$ cat src/rtl/fifo_wr_arbiter.sv
// Round-robin arbiter sharing one FIFO write port between NREQ producers.
// Grants bounded bursts and throttles on FIFO occupancy so the FIFO never overflows.
module fifo_wr_arbiter #(
  parameter int NREQ      = 4,
  parameter int DW        = 8,
  parameter int DEPTH     = 8,
  parameter int MAX_BURST = 4
) (
  input  logic                    clk,
  input  logic                    rst,
  input  logic [NREQ-1:0]         req,
  input  logic [NREQ-1:0]         last,
  input  logic [NREQ*DW-1:0]      din,
  output logic [NREQ-1:0]         gnt,
  input  logic [4:0]              fifo_cnt,
  output logic                    fifo_wr,
  output logic [DW-1:0]           fifo_data,
  output logic [$clog2(NREQ)-1:0] owner,
  output logic                    busy
);

  localparam int OW = $clog2(NREQ);

  typedef enum logic {IDLE, BURST} state_t;

  state_t        state;
  logic [OW-1:0] last_owner;
  logic [OW-1:0] pick;
  logic [OW-1:0] idx;
  logic          found;
  logic [4:0]    beat_cnt;
  logic [4:0]    cnt_eff;
  logic          full_eff;
  logic          accept;
  logic [DW-1:0] din_arr [NREQ];

  for (genvar i = 0; i < NREQ; i++) begin : g_unpack
    assign din_arr[i] = din[i*DW +: DW];
  end

  // A write already registered lands at the next edge, so count it as occupied.
  assign cnt_eff  = fifo_cnt + {4'b0, fifo_wr};
  assign full_eff = cnt_eff >= 5'(DEPTH);
  assign accept   = (state == BURST) && req[owner] && !full_eff;
  assign busy     = (state == BURST);

  always_comb begin
    gnt = '0;
    if (state == BURST && !full_eff)
      gnt[owner] = 1'b1;
  end

  // Scan upward from the producer after the previous owner, wrapping.
  always_comb begin
    pick  = last_owner;
    found = 1'b0;
    idx   = '0;
    for (int k = 1; k <= NREQ; k++) begin
      idx = OW'((int'(last_owner) + k) % NREQ);
      if (!found && req[idx]) begin
        pick  = idx;
        found = 1'b1;
      end
    end
  end

  always_ff @(posedge clk) begin
    if (rst) begin
      state      <= IDLE;
      owner      <= '0;
      last_owner <= OW'(NREQ - 1);
      beat_cnt   <= '0;
      fifo_wr    <= 1'b0;
      fifo_data  <= '0;
    end else begin
      case (state)
        IDLE: begin
          fifo_wr <= 1'b0;
          if (|req) begin
            owner    <= pick;
            beat_cnt <= '0;
            state    <= BURST;
          end
        end
        BURST: begin
          fifo_wr <= accept;
          if (accept) begin
            fifo_data <= din_arr[owner];
            beat_cnt  <= beat_cnt + 5'd1;
            if (last[owner] || (beat_cnt + 5'd1 == 5'(MAX_BURST))) begin
              state      <= IDLE;
              last_owner <= owner;
            end
          end else if (!req[owner]) begin
            state      <= IDLE;
            last_owner <= owner;
          end
        end
        default: state <= IDLE;
      endcase
    end
  end

endmodule
$ cat config.mk
export PLATFORM = sky130hd
export DESIGN_NAME = fifo_wr_arbiter
export DESIGN_NICKNAME = d
export VERILOG_FILES = /design/src/rtl/fifo_wr_arbiter.sv
export SDC_FILE = /design/constraint.sdc
export NUM_CORES = 1
export LEC_CHECK = 0
export ABC_AREA = 1
export BUFFER_PORTS_ARGS = -buffer_cell sky130_fd_sc_hd__buf_2
export CORE_ASPECT_RATIO = 1.4
export CORE_MARGIN = 1.5
export CORE_UTILIZATION = 50
export DETAILED_ROUTE_END_ITERATION = 7
export PLACE_DENSITY = 0.93
export SYNTH_ARGS = -nofsm -noshare
export SYNTH_HDL_FRONTEND = slang
export SYNTH_SLANG_ARGS = --single-unit
export TNS_END_PERCENT = 100
$ cat constraint.sdc
create_clock -name clk -period 3.77 [get_ports clk]
set_input_delay 0.5655 -clock clk [delete_from_list [all_inputs] [get_ports clk]]
set_output_delay 0.5655 -clock clk [all_outputs]
set_load 0.005 [all_outputs]
# After elaboration in Yosys (flattened, before gate mapping)
# Index checks and enable logic that the tools add are counted.
dict set report op_classes {
  add_sub_neg 6
  n_mul 0
  div_mod_pow 0
  order_cmp 8
  n_eq_ne 5
  shifts 0
  n_mux 37
  bitwise_logic 2
  reduce_logical 17
}
# cell count
set ops {}
lappend ops {{8-bit binary-select mux with 2-bit select} 1}
lappend ops {{8-bit two-way mux} 2}
lappend ops {{2-bit by 3-bit < comparator with 1-bit output (second input constant)} 5}
lappend ops {{1-bit two-way mux} 14}
lappend ops {{2-bit two-way mux} 7}
lappend ops {{1-bit binary-select mux with 2-bit select} 6}
lappend ops {{5-bit two-way mux} 2}
lappend ops {{5-bit one-hot mux with 2 select lines} 1}
lappend ops {{1-bit logical AND} 7}
lappend ops {{2-bit AND reduction} 3}
lappend ops {{5-bit by 1-bit adder with 5-bit output} 1}
lappend ops {{5-bit by 1-bit adder with 5-bit output (second input constant)} 1}
lappend ops {{5-bit by 3-bit equality test with 1-bit output (second input constant)} 1}
lappend ops {{5-bit by 4-bit greater-or-equal comparator with 1-bit output (second input constant)} 1}
lappend ops {{2-bit by 1-bit adder with 2-bit output (second input constant)} 2}
lappend ops {{2-bit adder (second input constant)} 2}
lappend ops {{1-bit zero test} 4}
lappend ops {{4-bit two-way mux} 1}
lappend ops {{2-bit by 1-bit inequality test with 1-bit output (second input constant)} 2}
lappend ops {{2-bit inequality test (second input constant)} 2}
lappend ops {{1-bit one-hot mux with 2 select lines} 2}
lappend ops {{4-bit OR reduction} 1}
lappend ops {{3-bit greater-or-equal comparator (second input constant)} 1}
lappend ops {{2-bit inverter with 3-bit output} 1}
lappend ops {{other kinds (5)} 5}
dict set report totals {
  register_bits 19
  latchBits 0
  mem_bits_rw 0
  romBits 0
  in_bits 47
  word_cells 81
  mem_count 0
}

# Logic depth before layout (Yosys ltp)
dict set report logic_depth {
  depth_word 13
  mapped_depth 12
  depth_no_buf 11
}

# Worst setup path before layout
# OpenSTA, ideal clock, no wires.
dict set report synth_path {
  kind {input port to output port}
  start {in fifo_cnt[0]}
  end {out gnt[0]}
  t_arrival_ns 1.592
  setup_slack_ns 1.613
  stages 8
  n_path_buf 0
  cell_sequence {ha_1 -> ha_1 -> inv_1 -> nor2_1 -> o21ai_1 -> and2_1 -> inv_1 -> nor3_1}
}
dict set report synth_via {
  elab_chain_len 5
}
# element line_no
set synth_rtl {}
lappend synth_rtl {{start: declaration} 15} ;# input logic [4:0] fifo_cnt,
lappend synth_rtl {{5-bit by 1-bit adder with 5-bit output} 42} ;# assign cnt_eff = fifo_cnt + {4'b0, fifo_wr};
lappend synth_rtl {{5-bit by 4-bit greater-or-equal comparator with 1-bit output} 43} ;# assign full_eff = cnt_eff >= 5'(DEPTH);
lappend synth_rtl {{1-bit zero test} 49} ;# if (state == BURST && !full_eff)
lappend synth_rtl {{1-bit logical AND} 49}
lappend synth_rtl {{4-bit two-way mux} 49}
lappend synth_rtl {{end: declaration} 14} ;# output logic [NREQ-1:0] gnt,
# Every way passes these cells.

# Final worst setup path
# Ends and elaborated chain as after synthesis.

==> reports/qor.yml <==
finalNonFillerCells: 316
antenna_found_initial: 0
slew_headroom_pct: 72.3
r2r_cells: 10
num_io_pins: 63
first_pass_iters: 4
hp-start: "fifo_data[0]"
fin_crit_sh_pct: 72.3
cpPeakStageDelay_ns: 0.40
die_y_um: 65.7
drive_gt1_share_pct: 28.2
r2r_end: "last_owner[1]"
r2r_slack_ns: 1.90
clock_latency_ns: 0.30
min_to: "fifo_data[0]"
syn_area_per_cell_um2: 6.27
drc_errors: 0
rows: 22
gr-total-overflow: 0
cp_max_fo: 12
routed_wl_um: 3600
syn-num-nets: 274
holdPathStages: 2
hold_buffers: 0
synthTopCellsByArea: "dfxtp_1, nand3_1, nand2_1"
coreArea_um2: 2640
fin_hold_ws_ns: 0.470
grt_usage_pct: 25.5
yosysSeqAreaShare_pct: 27.1
peakVddDrop_uv: 346
fin_crit_ns: 2.73
viasPerCell: 5.47
synth_area_um2: 1400
h-tree-depth: 1
grt_max_degree: 25
clock-skew-final_ns: 0.00816
cp_slowest_cell: "and2_1"
hold_path_class: "register to register"
status: "finished clean"
synthCells: 224
finalInstanceArea_um2: 1720
tns_ns: 0
power_density_nw_per_um2: 514
hold_viol: 0
synth.yosys.warnings: 0
clockBufferDepth: 2
timing.rr.start: "fifo_wr"
grt_pass1_vias: 1559
drtAntennaViolNets: 0
gp_congestion: 0.852
fin_util_pct: 65.0
synth_top_area_share_pct: 27.1
critical_path.cell_chain: "buf_2 -> ha_1 -> ha_1 -> inv_1 -> nor2_1 -> o21ai_1 -> and2_1 -> inv_1 -> nor3_1 -> buf_2"
post-cts-setup-buffer-count: 0
drt_iter0_drc: 35
grt_pass1_wl_um: 5970
finalSetupViolCount: 0
fmax_ghz: 0.367
io_buffer_count: 62
die-area_um2: 3140
chipWidth_um: 47.8
vias: 1728
worstPathArrival_ns: 2.16
required_ns: 3.20
p_leak_uw: 0.000853
start_kind: "input port"
rsz0062_at_grt: "false"
maxSlewViolCount: 0
maxCapViolations: 0
clk_pin_slew_ns: 0.11
criticalPathCategory: "input port to output port"
cp-end-kind: "output port"
diodes: 0
dpl.cell_count: 312
dpl-instance-area_um2: 1690
yosysTopAreaCell: "dfxtp_1"
cts_resized: 0
ys_types: 27
cts_tree: "done"
worstMarginPinSlew_ns: 0.415
wire_per_inst_um: 11.4
cts_buffers: 3
clkSinkCount: 19
initial_utilization_pct: 53.1
ys_seq_elements: 19
dp_hpwl_um: 2840
nets: 331
root_buffer: "clkbuf_4"
areaGrowthSynthToFinish_pct: 22.3
kinds of logic after synthesis:
group                      Yosys count  share of synthesized area [%]
and+or+nand+nor                    149                           49.4
buffers and inverters               26                           10.2
AOI/OAI and AO/OA                   24                           8.82
xor gates and xnor gates             3                           1.87
DFF                                 19                           27.1
adders and majority gates            3                           2.67
cell usage in the layout, fill, tap and decap left out, drive strengths merged, types with 2 or more instances in the layout:
cell    netlist  routed
ha            3       3
clkbuf        3       3
xor2          2       2
dfxtp        19      19
a21oi        19      19
nand4        10      10
nor3          5       5
nor2          8       8
buf           9      64
nand2        66      66
inv          14      14
o21ai         5       5
nand3        57      57
state kept, by name, summed over array words and instances, names as in the netlist:
name and cells:
owner 2, beat_cnt 5, fifo_wr 1, last_owner 2, busy 1, fifo_data 8
worst max-delay path by stage:
stage / startpoint / slack [ns] / endpoint / depth (start not counted)
floorplan: fifo_cnt[0] / 1.61 / gnt[0] / 8
global placement: fifo_cnt[0] / 1.11 / gnt[2] / 10
detailed placement: fifo_cnt[0] / 1.05 / gnt[3] / 10
CTS: fifo_cnt[0] / 1.03 / gnt[0] / 10
global route: fifo_cnt[0] / 0.76 / gnt[2] / 10
finish: fifo_cnt[0] / 1.04 / gnt[0] / 10
layer usage:
metal | up-vias | GRT usage [%] | part of all wire (%)
met3 | 10 | 3.85 | 7.4
met1 | 758 | 28.2 | 38
met4 | 0 | 9.80 | 2.4
met5 | - | 0 | 0
li1 | 874 | - | -
met2 | 86 | 45.5 | 52
layout make-up:
class	instances	area [um^2]
Sequential cell	19	380
Timing Repair Buffer	64	325
Multi-Input combinational cell	179	881
Tap cell	36	45.0
Clock buffer	3	22.5
Inverter	14	57.6
Clock inverter	1	5.00
Fill cell	261	926
synth_stat cells:
| cell | instances |
|---|---|
| nor3b_1 | 1 |
| buf_2 | 2 |
| dfxtp_1 | 19 |
| nor2_1 | 7 |
| or2_1 | 1 |
| nor3_1 | 4 |
| nor3_2 | 1 |
| a21oi_1 | 18 |
| o21ai_0 | 4 |
| nand2_2 | 2 |
| xnor2_1 | 1 |
| xor2_1 | 2 |
| nand4_1 | 10 |
| buf_4 | 4 |
| o21ai_1 | 1 |
| nor2_2 | 1 |
| nand3_2 | 2 |
| and2_1 | 1 |
| inv_1 | 10 |
| clkbuf_1 | 3 |
| ha_1 | 3 |
| nand2_1 | 64 |
| a21oi_2 | 1 |
| nand3_1 | 55 |
| inv_2 | 2 |
| buf_6 | 3 |
| inv_4 | 2 |
report_power, final:
part | internal (uW) | switching, uW | leakage (uW)
registers | 227 | 37.0 | 0.000155
logic | 174 | 342 | 0.000681
clock network | 39.5 | 64.0 | 0.0000177
total | 440 | 443 | 0.000853
through the flow:
step	power, uW	setup WS [ns]
3_3_place_gp	768	1.11
3_5_place_dp	779	1.05
6_report	883	1.04
2_1_floorplan	678	1.61
5_1_grt	972	0.765
4_1_cts	878	1.03
worst max-delay path: cells and delay by family:
| family | cells | cell delay, ns |
|---|---|---|
| AND/OR/NAND/NOR | 3 | 0.57 |
| AO/OA/AOI/OAI | 1 | 0.18 |
| buffers and inverters | 4 | 0.43 |
| adder cells (fa/ha/maj) | 2 | 0.39 |
(Power assumes the default switching activity.)
